<file path="src/rtl/wb_regfile.sv">
// Writeback stage: picks the W-stage result, commits it to the 32x32 register file and
// serves two bypassed decode read ports. Optional retired-write counter under WB_COUNT_EN.
module wb_regfile #(
  parameter int DATA_WIDTH = 32,
  parameter int ADDR_WIDTH = 32,
  parameter int NUM_REGS   = 32
) (
  input  logic                  clk,
  input  logic                  rst_n,
  input  logic [DATA_WIDTH-1:0] W_ALUResult,
  input  logic [DATA_WIDTH-1:0] W_ReadData,
  input  logic [DATA_WIDTH-1:0] W_ImmExt,
  input  logic [DATA_WIDTH-1:0] W_MulOut,
  input  logic [DATA_WIDTH-1:0] W_quotient,
  input  logic [DATA_WIDTH-1:0] W_remainder,
  input  logic [ADDR_WIDTH-1:0] W_PCPlus4,
  input  logic [ADDR_WIDTH-1:0] W_PCTarget,
  input  logic [4:0]            W_Rd,
  input  logic [2:0]            W_ResultSrc,
  input  logic                  W_RegWrite,
  input  logic [4:0]            D_Rs1,
  input  logic [4:0]            D_Rs2,
  output logic [DATA_WIDTH-1:0] D_RD1,
  output logic [DATA_WIDTH-1:0] D_RD2,
  output logic [DATA_WIDTH-1:0] W_Result,
  output logic                  W_WriteEn,
  output logic [63:0]           wb_count
);

  logic [DATA_WIDTH-1:0] regs [NUM_REGS];

  // PC-derived sources are assumed to be DATA_WIDTH wide (ADDR_WIDTH == DATA_WIDTH).
  always_comb begin
    W_Result = W_ALUResult;
    case (W_ResultSrc)
      3'b000:  W_Result = W_ALUResult;
      3'b001:  W_Result = W_ReadData;
      3'b010:  W_Result = W_PCPlus4;
      3'b011:  W_Result = W_ImmExt;
      3'b100:  W_Result = W_PCTarget;
      3'b101:  W_Result = W_MulOut;
      3'b110:  W_Result = W_quotient;
      default: W_Result = W_remainder;
    endcase
  end

  // Gating by W_RegWrite first keeps an X index from reaching the storage when idle.
  assign W_WriteEn = W_RegWrite & (W_Rd != 5'd0);

  // Entry 0 is cleared by reset and never written, so x0 stays hard zero.
  always_ff @(posedge clk) begin
    if (!rst_n) begin
      for (int i = 0; i < NUM_REGS; i++) regs[i] <= '0;
    end else if (W_WriteEn) begin
      regs[W_Rd] <= W_Result;
    end
  end

  // Write-first bypass hides the one-cycle commit latency from decode.
  assign D_RD1 = (D_Rs1 == 5'd0)                  ? '0       :
                 (W_WriteEn && (W_Rd == D_Rs1))   ? W_Result :
                                                    regs[D_Rs1];
  assign D_RD2 = (D_Rs2 == 5'd0)                  ? '0       :
                 (W_WriteEn && (W_Rd == D_Rs2))   ? W_Result :
                                                    regs[D_Rs2];

`ifdef WB_COUNT_EN
  always_ff @(posedge clk) begin
    if (!rst_n) begin
      wb_count <= '0;
    end else if (W_WriteEn) begin
      wb_count <= wb_count + 64'd1;
    end
  end
`else
  assign wb_count = '0;
`endif

endmodule

</file>
<file path="config.mk">
export PLATFORM = sky130hd
export DESIGN_NAME = wb_regfile
export DESIGN_NICKNAME = d
export VERILOG_FILES = /design/src/rtl/wb_regfile.sv
export SDC_FILE = /design/constraint.sdc
export NUM_CORES = 2
export LEC_CHECK = 0
export CORE_MARGIN = 2
export CORE_UTILIZATION = 30
export CTS_CLUSTER_SIZE = 14
export DETAILED_ROUTE_END_ITERATION = 6
export SETUP_SLACK_MARGIN = 0.1
export SLEW_MARGIN = 30
export SYNTH_ARGS = -nofsm -noshare
export SYNTH_HDL_FRONTEND = slang
export SYNTH_SLANG_ARGS = --single-unit
</file>
<file path="constraint.sdc">
create_clock -name clk -period 3.76 [get_ports clk]
set_clock_uncertainty 0.1 [all_clocks]
set_input_delay 0.752 -clock clk [delete_from_list [all_inputs] [get_ports clk]]
set_output_delay 0.752 -clock clk [all_outputs]
set_load 0.02 [all_outputs]
</file>
# [After elaboration in Yosys (flattened, before gate mapping)]
# Memory sizes are Yosys's and may differ from the RTL's.
# Cells that the tools add are included.
[word_totals] rom_bits=0 word_cells=29 ram_bits=1024 out_inout_bits=161 reg_bits=0 latch_bits=0 memories=1 in_bits=277
[op_classes] n_addsub=0 n_shift=0 n_lt_le_gt_ge=0 n_mux=12 multipliers=0 div_mod_pow=0 n_eq_ne=8 n_reduce_logical=7 bitwise=1
[mem_list] memory="regs" depth=32 word_bits=32 read_ports=2 rd_clocked_by_memory_dff=0 wr=32 line_no="30" text="logic [DATA_WIDTH-1:0] regs [NUM_REGS];"
[op_table] operator="one-hot mux 32 bit (7 select lines)" n=1
[op_table] operator="2-to-1 mux 32 bit" n=5
[op_table] operator="OR reduction 32 bit" n=1
[op_table] operator="equality test 5 bit" n=2
[op_table] operator="zero test 5 bit" n=2
[op_table] operator="equality test 3 bit (second input constant)" n=3
[op_table] operator="equality test 3 x 2 -> 1 bit (second input constant)" n=2
[op_table] operator="2-to-1 mux 1 bit" n=5
[op_table] operator="2-to-1 mux 5 bit" n=1
[op_table] operator="nonzero test 5 bit" n=1
[op_table] operator="equality test 3 x 1 -> 1 bit (second input constant)" n=1
[op_table] operator="zero test 3 bit" n=1
[op_table] operator="logical AND 1 bit" n=2
[op_table] operator="bitwise AND 1 bit" n=1

# [Depth between registers and ports, before layout]
[logic_depth] ltp_word=7 mapped_depth=11 depth_no_buf=6

# [Worst setup path before layout]
# Ideal clock, no wire load.
[synth_timing] path_type="in2reg" startpoint="in W_Rd[0]" endpoint="mem regs[24][0], enable pin" arrival_ps=3079 slack_ps=191 cell_stages=7 setup_time_ps=389 path_buffers=2 required_time_ps=3271 path_cell_list="clkbuf_2 -> nor2_1 -> a21boi_1 -> nor4b_4 -> nand2_1 -> clkbuf_1 -> nand2_1"
[synth_lines] element="start: declaration" line_no="18" text="input logic [4:0] W_Rd,"
[synth_lines] element="end: declaration" line_no="30"

# [Final worst setup path]
[layout_timing] startpoint="in D_Rs2[0]" endpoint="out D_RD2[31]"
[layout_between] elab_chain_len=4 elab_cells_between_ends=6 cone_classes="eq/ne: 1; mux: 2; reduce/logical: 2; memory: 1"
[layout_rtl] element="start: declaration" line_no="22" text="input logic [4:0] D_Rs2,"
[layout_rtl] element="parallel branches: the longest is 3 deep, another holds memory read (32 x 32 bit)"
[layout_rtl] element="2-to-1 mux 32 bit (*)" line_no="63" text="assign D_RD2 = (D_Rs2 == 5'd0) ? '0 :"
[layout_rtl] element="end: declaration" line_no="24" text="output logic [DATA_WIDTH-1:0] D_RD2,"
# Every way passes the cells marked *.

==> flow_summary.ini <==
[layout]
drive_gt1_share_pct = 37.35
final_cells = 7988
area_growth_pct = 35.73
reg.largest.list = regs: 1024 flops
final_cell_mix = nor2_1, edfxtp_1, buf_4
layout.nets = 5652
top_register = regs
largest_register_ffs = 1024
fin_util_pct = 40.90
fin_area_mm2 = 0.07771

[sta]
period_share_pct = 104.3
rsz0062_at_grt = true
worstMarginPinSlew_ns = 0.8482
relSlewSlack_pct = 43.45
setup_slack_ns = -0.1625
finalSetupViolations = 35
finalHoldViolations = 0
fmax_ghz = 0.2549
finalCriticalPeriod_ns = 3.923
final_max_slew_viol_count = 0

[detailed_routing]
drc = 0
vias = 46570
via_per_inst = 5.830
drt_iter0_drc = 6924
firstDrtPassIters = 6
wirelength_um = 253100
ant_nets = 0
wl_per_cell_um = 31.69

[worst_setup_path]
critPathSlowestCell = mux4_2
cp.depth = 12
cp.arrival_ns = 3.07
crit_buf_inv = 7
start_kind = input pin
path_cells = buf_16, buf_12, buf_12, buf_16, mux4_2, a22oi_2, o211ai_1, a21oi_1, buf_4, o22ai_4, buf_6, buf_6
required_ns = 2.91
slowest_delay_ns = 0.54
crit_fanout = 6
path_delay_family = buffers and inverters
end_kind = output port
crit_type = in -> out

[synth]
synthFlopType = edfxtp_1
syn_avg_cell_area_um2 = 13.04
postSynthCellCount = 4392
yosysUniqueCellTypes = 69
synth-edff-count = 1024
synth_top_area_share_pct = 53.71
synth_area_leader_cell = edfxtp_1
seq_area_frac_synth_pct = 53.71
yosys_warnings = 0
synth.area.top_cells = edfxtp_1, mux4_2, nor2_1
async_reset_ff_share_pct = 0
synth_area_mm2 = 0.05725
synth.ff_latch_count = 1024

[grt]
grt_max_degree = 36
grt-ovfl-total = 0
grt-busiest-layer = met2
gr-usage-all-layers_pct = 25.37
grt_first_pass_wirelength_um = 347000
grt_use_met2_pct = 39.37
grt_use_met3_pct = 7.475
grt_pass1_vias = 45010
antenna_found_initial = 8
met1_usage_pct = 31.83

[floorplan]
die_area_mm2 = 0.1944
die_width_um = 440.9
die_h_um = 440.9
ios = 438
rows = 160
start_util_pct = 30.14
core_mm2 = 0.1900

[clock_tree]
ctsHoldBuffers = 0
clock-sinks = 1024
cts_tree = built
cts_buffer_depth = 3
clk_pin_slew_ns = 0.06
numCtsBuffers = 111
htree_num_levels = 3
cts_root_buf = clkbuf_16

[pwr]
power_density_mw_per_mm2 = 416.2
power.total_uw = 32350
ir_worst_vdd_uv = 398.9
power.leakage_uw = 0.02893

[place]
pre_cts_ws_ns = -0.8625
dpl.hpwl_um = 169700
place_area_mm2 = 0.06872
placed_cells = 7559
numPortBuffers = 373
gp_congestion = 0.9881

[outcome]
violations = setup timing
status = finished, violations left

[worst_hold_path]
min_path_type = in -> reg
hold_depth = 3

[job]
drv_cap = 0
==> layout make-up <==
| cell class | instances | area [um^2] |
|---|---|---|
| antenna | 7 | 17.52 |
| clock buffer | 141 | 2975 |
| clock inverter | 67 | 759.5 |
| fill | 17330 | 112300 |
| inverter | 40 | 150.1 |
| multi-input combinational | 2906 | 25970 |
| sequential | 1024 | 30750 |
| tap | 2511 | 3142 |
| timing repair buffer | 1292 | 13950 |
==> logic make-up (layout without fill, tap and decap cells) <==
group | count (synthesis) | count (layout) | share of synthesized area [%]
xor+xnor | 10 | 10 | 0.1530
mux | 759 | 759 | 22.67
flops | 1024 | 1024 | 53.71
other cells | 1 | 103 | 0.006550
buf+inv | 557 | 1540 | 5.706
simple gates | 1447 | 1447 | 10.40
compound gates | 594 | 594 | 7.354
==> through the flow <==
step / hold WS (ns) / setup TNS (ns)
floorplan: 0.9474 / 0
global placement: 1.520 / -30.39
detailed placement: 1.537 / -29.51
CTS: 0.7765 / -1.467
global route: 0.8135 / -3.489
finish: 0.8007 / -1.724
==> worst min-delay path: stages <==
cell,delay (ns)
buf_2,0.15
inv_2,0.06
buf_4,0.35
==> power by group <==
part / internal [uW] / switching [uW] / leakage [uW]
combinational: 3270 / 4060 / 0.0174
clock: 6730 / 4750 / 0.00182
sequential: 13200 / 341 / 0.00975
total: 23200 / 9150 / 0.0289
==> worst paths after layout <==
path | from | to
worst max-delay path | D_Rs2[0] | D_RD2[31]
worst min-delay path | rst_n | regs[0][3]
==> synth_stat cells, drive strengths merged, types with 3 or more instances <==
master,n
nor3,60
nor2,1031
nor3b,4
o221ai,11
o21ai,187
mux2,12
and2,79
xor2,6
inv,39
edfxtp,1024
mux4,425
a21boi,3
o2111ai,15
nand2b,4
a221o,5
nor4b,3
a211oi,73
nand2,172
mux2i,322
nand3,66
a22oi,111
nor4,5
o211ai,37
a21oi,29
a221oi,69
nor2b,10
a31oi,5
o22ai,35
a22o,3
buf,293
xnor2,4
clkbuf,222
==> per-layer routing <==
layer	part of all wire, %	up-vias
met1	36	23740
met4	6.4	2
met5	0.0079	-
met3	12	764
li1	-	18630
met2	45	3436
==> repair_timing <==
item,CTS,global route
gates cloned,15,4
endpoints found under the setup margin,90,77
gates resized for setup,669,260
pin swaps,178,159
buffers inserted,141,71
Note: power is estimated with default switching activity, not from simulation.
